## src/rtl/div_nonrestoring_seq_pkg.sv

```systemverilog
// Shared definitions for the sequential non-restoring divider.
//   state_t       : control FSM states (IDLE, ITER, CORRECT, DONE)
//   cnt_width()   : width of the iteration counter for a given operand width
//   DBZ_Q_FILL    : fill bit of the divide-by-zero quotient (all ones)
package div_pkg;

  typedef enum logic [1:0] {
    IDLE    = 2'd0,
    ITER    = 2'd1,
    CORRECT = 2'd2,
    DONE    = 2'd3
  } state_t;

  // Counter counts WIDTH-1 down to 0, so $clog2(WIDTH) bits suffice.
  function automatic int cnt_width(input int w);
    return (w < 2) ? 1 : $clog2(w);
  endfunction

  // Divide-by-zero quotient is every bit set to this value.
  localparam logic DBZ_Q_FILL = 1'b1;

endpackage

```

## src/rtl/div_nonrestoring_seq_cu.sv

```systemverilog
// Control unit for the non-restoring divider: owns the state and the
// iteration counter and issues datapath strobes.
//   clk, rst  : clock, asynchronous active-high reset
//   start     : operation request, honoured only in IDLE
//   zero_div  : divisor of the request is zero
//   load      : capture operands this edge (IDLE and start)
//   iterate   : perform one quotient-bit iteration this edge
//   correct   : perform the final remainder correction this edge
//   done      : registered single-cycle result pulse
//   busy      : registered, high from accept until leaving DONE
//   state     : current FSM state (debug visibility)
//
// Handshake: a request is accepted on a rising edge where state is IDLE and
// start is high; start at any other time is ignored. done is high for exactly
// one cycle and busy drops on the edge that leaves DONE.
module div_nonrestoring_seq_cu
  import div_pkg::*;
#(
  parameter int WIDTH = 8
) (
  input  logic   clk,
  input  logic   rst,
  input  logic   start,
  input  logic   zero_div,
  output logic   load,
  output logic   iterate,
  output logic   correct,
  output logic   done,
  output logic   busy,
  output state_t state
);

  localparam int CW = cnt_width(WIDTH);

  logic [CW-1:0] cnt;

  assign load    = (state == IDLE) && start;
  assign iterate = (state == ITER);
  assign correct = (state == CORRECT);

  always_ff @(posedge clk or posedge rst) begin
    if (rst) begin
      state <= IDLE;
      cnt   <= '0;
      done  <= 1'b0;
      busy  <= 1'b0;
    end else begin
      case (state)
        IDLE: begin
          done <= 1'b0;
          if (start) begin
            busy <= 1'b1;
            if (zero_div) begin
              // No iterations: results are written on the accepting edge.
              state <= DONE;
              done  <= 1'b1;
            end else begin
              state <= ITER;
              cnt   <= CW'(WIDTH - 1);
            end
          end
        end
        ITER: begin
          if (cnt == '0) state <= CORRECT;
          else           cnt   <= cnt - 1'b1;
        end
        CORRECT: begin
          state <= DONE;
          done  <= 1'b1;
        end
        DONE: begin
          state <= IDLE;
          done  <= 1'b0;
          busy  <= 1'b0;
        end
        default: state <= IDLE;
      endcase
    end
  end

endmodule

```

## src/rtl/div_nonrestoring_seq.sv

```systemverilog
// Sequential non-restoring divider, one quotient bit per clock, unsigned or
// two's-complement per operation, with divide-by-zero flag.
//   clk, rst     : clock, asynchronous active-high reset
//   start        : request (sampled in IDLE only)
//   is_signed    : 1 = two's-complement operands, 0 = unsigned
//   dividend     : numerator, captured with start
//   divisor      : denominator, captured with start
//   busy         : high from accept until the edge leaving DONE
//   done         : single-cycle pulse, results valid
//   quotient     : result, held until the next accepted start
//   remainder    : result (sign follows dividend), held likewise
//   div_by_zero  : divisor was zero, held with the results
module div_nonrestoring_seq
  import div_pkg::*;
#(
  parameter int WIDTH = 8
) (
  input  logic             clk,
  input  logic             rst,
  input  logic             start,
  input  logic             is_signed,
  input  logic [WIDTH-1:0] dividend,
  input  logic [WIDTH-1:0] divisor,
  output logic             busy,
  output logic             done,
  output logic [WIDTH-1:0] quotient,
  output logic [WIDTH-1:0] remainder,
  output logic             div_by_zero
);

  localparam logic [WIDTH-1:0] ONE = WIDTH'(1);

  logic   load, iterate, correct;
  state_t state;
  logic   zero_div;

  // Datapath registers; a_r bit WIDTH is the sign of the partial remainder.
  logic [WIDTH:0]   a_r;
  logic [WIDTH-1:0] q_r, m_r;
  logic             neg_q, neg_r;

  logic             sd, sm;
  logic [WIDTH-1:0] mag_d, mag_m;
  logic [WIDTH:0]   m_ext, a_sh, a_next, a_fix;
  logic [WIDTH-1:0] rem_mag;

  assign zero_div = (divisor == '0);

  // Magnitude of the most-negative value wraps to itself, which read as
  // unsigned is the correct magnitude, so no overflow special case exists.
  assign sd    = is_signed & dividend[WIDTH-1];
  assign sm    = is_signed & divisor[WIDTH-1];
  assign mag_d = sd ? (~dividend + ONE) : dividend;
  assign mag_m = sm ? (~divisor + ONE) : divisor;

  assign m_ext   = {1'b0, m_r};
  assign a_sh    = {a_r[WIDTH-1:0], q_r[WIDTH-1]};
  assign a_next  = a_r[WIDTH] ? (a_sh + m_ext) : (a_sh - m_ext);
  assign a_fix   = a_r[WIDTH] ? (a_r + m_ext) : a_r;
  assign rem_mag = a_fix[WIDTH-1:0];

  div_nonrestoring_seq_cu #(.WIDTH(WIDTH)) u_cu (
    .clk      (clk),
    .rst      (rst),
    .start    (start),
    .zero_div (zero_div),
    .load     (load),
    .iterate  (iterate),
    .correct  (correct),
    .done     (done),
    .busy     (busy),
    .state    (state)
  );

  always_ff @(posedge clk or posedge rst) begin
    if (rst) begin
      a_r         <= '0;
      q_r         <= '0;
      m_r         <= '0;
      neg_q       <= 1'b0;
      neg_r       <= 1'b0;
      quotient    <= '0;
      remainder   <= '0;
      div_by_zero <= 1'b0;
    end else if (load) begin
      a_r         <= '0;
      q_r         <= mag_d;
      m_r         <= mag_m;
      neg_q       <= sd ^ sm;
      neg_r       <= sd;
      div_by_zero <= zero_div;
      if (zero_div) begin
        quotient  <= {WIDTH{DBZ_Q_FILL}};
        remainder <= dividend;
      end
    end else if (iterate) begin
      a_r <= a_next;
      q_r <= {q_r[WIDTH-2:0], ~a_next[WIDTH]};
    end else if (correct) begin
      a_r       <= a_fix;
      quotient  <= neg_q ? (~q_r + ONE) : q_r;
      remainder <= neg_r ? (~rem_mag + ONE) : rem_mag;
    end
  end

endmodule

```

## config.mk

```make
export PLATFORM = sky130hd
export DESIGN_NAME = div_nonrestoring_seq
export DESIGN_NICKNAME = d
export VERILOG_FILES = /design/src/rtl/div_nonrestoring_seq_pkg.sv /design/src/rtl/div_nonrestoring_seq_cu.sv /design/src/rtl/div_nonrestoring_seq.sv
export SDC_FILE = /design/constraint.sdc
export NUM_CORES = 1
export LEC_CHECK = 0
export ABC_AREA = 0
export CAP_MARGIN = 5
export CORE_UTILIZATION = 40
export CTS_CLUSTER_SIZE = 28
export DETAILED_ROUTE_END_ITERATION = 10
export GPL_ROUTABILITY_DRIVEN = 0
export PLACE_DENSITY_LB_ADDON = 0.25
export SLEW_MARGIN = 10
export SYNTH_ARGS = -nofsm -noshare
export SYNTH_HDL_FRONTEND = slang
export SYNTH_SLANG_ARGS = --single-unit
```

## constraint.sdc

```tcl
create_clock -name clk -period 5.3 [get_ports clk]
set_input_delay 1.06 -clock clk [delete_from_list [all_inputs] [get_ports clk]]
set_output_delay 1.06 -clock clk [all_outputs]
set_load 0.005 [all_outputs]
```

==> results by group <==
Run status
  – Status: complete, no violations

Floorplan
  – Die Y-Extent: 101 µm
  – Die width: 101 µm
  – Core Rows: 35
  – Initial Utilization: 41.9%
  – Core box area: 0.00937 mm²
  – Die area: 0.0102 mm²
  – # IOs: 39

Power
  – Tot Pwr: 0.00313 W
  – Leak Pwr: 1.89 nW
  – VDD IR max: 0.300 mV
  – P per Cell Area: 700 mW/mm²

Logic synthesis
  – Top cells by area, synth: dfrtp_1, ha_1, nor2_1
  – Synth Warn #: 0
  – Post-Syn Nets: 497
  – Seq/Total Area, Yosys: 32.5%
  – EDFF count, synth: 0
  – Primary FF master, synth: dfrtp_1
  – Post-synth top cells: nor2_1, dfrtp_1, nand2_1
  – Top-area cell type share of the netlist area: 32.5%
  – Count leader, synth: nor2_1
  – Synth Area per Inst: 8.78 µm²
  – Post-Synthesis Cell Area: roughly 0.0039 mm²
  – Mapped Cells: 447
  – Post-synthesis register bit count: 51
  – Yosys cell types: 64
  – Biggest area consumer among synthesized cells: dfrtp_1
  – Async SR Flop Fraction: 100%

Detailed routing
  – Routed vias: between 3k and 4k
  – Drt first pass iters: 4
  – Routed WL: about 9400 µm
  – Drt drc: 0
  – Final ANT Viol Nets: 0
  – Average wire per standard cell: 15.5 µm
  – Initial DRC Count: 210
  – Vias per inst: about 5.4

Placed design
  – Post-place setup slack: 1.96 ns
  – DP Wirelength: 7070 µm
  – Port-buffer cells: 38
  – Placed Cells: around 600
  – Dpl cell area: ~0.0044 mm²

Clocking
  – Number of hold-repair buffers added at the cts stage: 0
  – Worst-Skew Late Latency: ~0.30 ns
  – Reg clk slew, reported paths: 0.10 ns
  – CTS Buf Count: 5
  – CTS resizes: 0
  – Root Driver: clkbuf_8
  – Clock sink count: 51
  – H-tree levels: 2
  – Clock buffer depth: 2
  – Setup repair bufs after CTS: 0
  – CTS tree: yes

Critical path
  – Top delay family on crit path: compound AO/OA/AOI/OAI gates
  – CP Cell Sequence: inv_1, ha_1, mux2_2, fa_1, a21o_1, a21oi_1, o21ai_1, a2111oi_0, o21ai_0, and3_1
  – Crit path capture type: flip-flop
  – Crit path buffers/inverters: 1
  – Worst Path Arrival: 3.42 ns
  – Critical Path Fanout Max: 7
  – Worst setup SP type: flip-flop
  – Crit-path slowest cell: a2111oi_0
  – RR Startpoint: m_r[1]$_DFFE_PP0P_
  – Kind of critical path: flip-flop to flip-flop
  – Reg2reg path depth: 10
  – Req. time, crit path: 5.50 ns
  – CP peak stage delay: 0.63 ns
  – R2R Setup Slk: 2.08 ns
  – R2R Path End: q_r[0]$_DFFE_PP0P_

STA
  – Tmin final: 3.22 ns
  – Fin Setup TNS: 0 ns
  – Worst Tran Pin Value: 0.755 ns
  – Final Hold Fails: 0
  – RSZ-0062 raised after global routing: no
  – Setup ws final: 2.08 ns
  – Fmax achieved: 0.310 GHz
  – Final setup fails: 0
  – Max_slew headroom: a little under 50%
  – Fin. max-slew vios: 0
  – Clk_skew: 0.00699 ns
  – Part of the cycle the worst path needs: 60.8%

Hold path
  – Hold EP: u_cu.cnt[0]$_DFFE_PP0P_
  – Min-delay src: u_cu.cnt[0]$_DFFE_PP0P_
  – HP Class: flip-flop to flip-flop
  – Hold depth: 1

Global route
  – GRT Resource Usage Total: 19.3%
  – Initial antenna violation count: 0
  – Vias in the first global route: 3074
  – Grt ovf: 0
  – Global-route wire length before repair: 15400 µm
  – Largest net degree at the start of global routing: 37

Finish
  – Nets: 527
  – Non-Filler Instances: 606
  – Final instance area: 0.00447 mm²
  – Diode count: 0
  – Area grow syn2layout: 13.9%
  – Share of cells above drive strength 1: a little over 6%
  – # fillers: between 900 and 1k

Flow run
  – Max_cap viols: 0
worst max-delay path by stage:
stage	startpoint	endpoint	slack, ns	cells after the start
2_1_floorplan	a_r[8]$_DFFE_PP0P_	q_r[0]$_DFFE_PP0P_	2.34	11
3_3_place_gp	start	remainder[7]$_DFFE_PP0P_	2.04	9
3_5_place_dp	start	remainder[7]$_DFFE_PP0P_	1.96	9
4_1_cts	m_r[1]$_DFFE_PP0P_	q_r[0]$_DFFE_PP0P_	2.11	10
5_1_grt	m_r[1]$_DFFE_PP0P_	q_r[0]$_DFFE_PP0P_	1.78	10
6_report	m_r[1]$_DFFE_PP0P_	q_r[0]$_DFFE_PP0P_	2.08	10
per-layer routing:
layer	GRT usage, %	wire [µm]
met2	30.1	4170
met4	4.46	121
met3	2.91	403
met1	28.2	4730
met5	0	0
layout make-up:
type                    instances  area (µm²)  share of cell area [%]
clock inverters                 2        37.5                   0.840
inverters                      23        86.3                    1.93
flip-flops and latches         51        1280                    28.6
multi-input cells             352        2410                    54.0
clock buffers                   5        68.8                    1.54
well taps                     129         161                    3.61
repair buffers                 44         425                    9.52
registers in the layout (all words and copies together) (netlist names):
signal       cells
a_r              9
div_by_zero      1
m_r              8
neg_q            1
neg_r            1
q_r              8
quotient         8
remainder        8
u_cu.busy        1
u_cu.cnt         3
u_cu.done        1
u_cu.state       2
cell usage in the layout (no fill, tap or decap), drive strengths merged, types with 3 or more instances in the layout:
cell type / instances
nor2b: 4
o2bb2ai: 3
a21oi: 29
o31ai: 4
mux2: 3
o21ai: 29
ha: 28
nand4: 3
mux2i: 13
dfrtp: 51
a211oi: 10
nor2: 56
nand3b: 4
o211ai: 5
or3: 6
inv: 22
clkbuf: 5
a21o: 4
nor3: 9
nand2: 42
xor2: 23
a31oi: 17
xnor2: 12
clkdlybuf4s50: 38
buf: 6
nand3: 11
stage by stage:
stage | util, % | hold WS [ns]
final | 47.7 | 0.485
after global routing | 47.7 | 0.521
after CTS | 47.7 | 0.490
after detailed placement | 46.5 | 0.471
after global placement | 46.5 | 0.474
after floorplan | - | 0.449
power breakdown:
| part | internal (W) | total [W] | switching [W] |
|---|---|---|---|
| Sequential | 0.000578 | 0.000778 | 0.000200 |
| Combinational | 0.000926 | 0.00208 | 0.00116 |
| Clock | 0.000138 | 0.000268 | 0.000130 |
| Total | 0.00164 | 0.00313 | 0.00149 |
cells by family after synthesis:
family	synth area share, %
AOI/OAI and AO/OA	20.3
xor gates and xnor gates	7.81
adders and majority gates	9.95
buffers and inverters	5.96
DFF	32.5
muxes	4.82
and+or+nand+nor	18.7
Power figures use the tool's default switching activity.
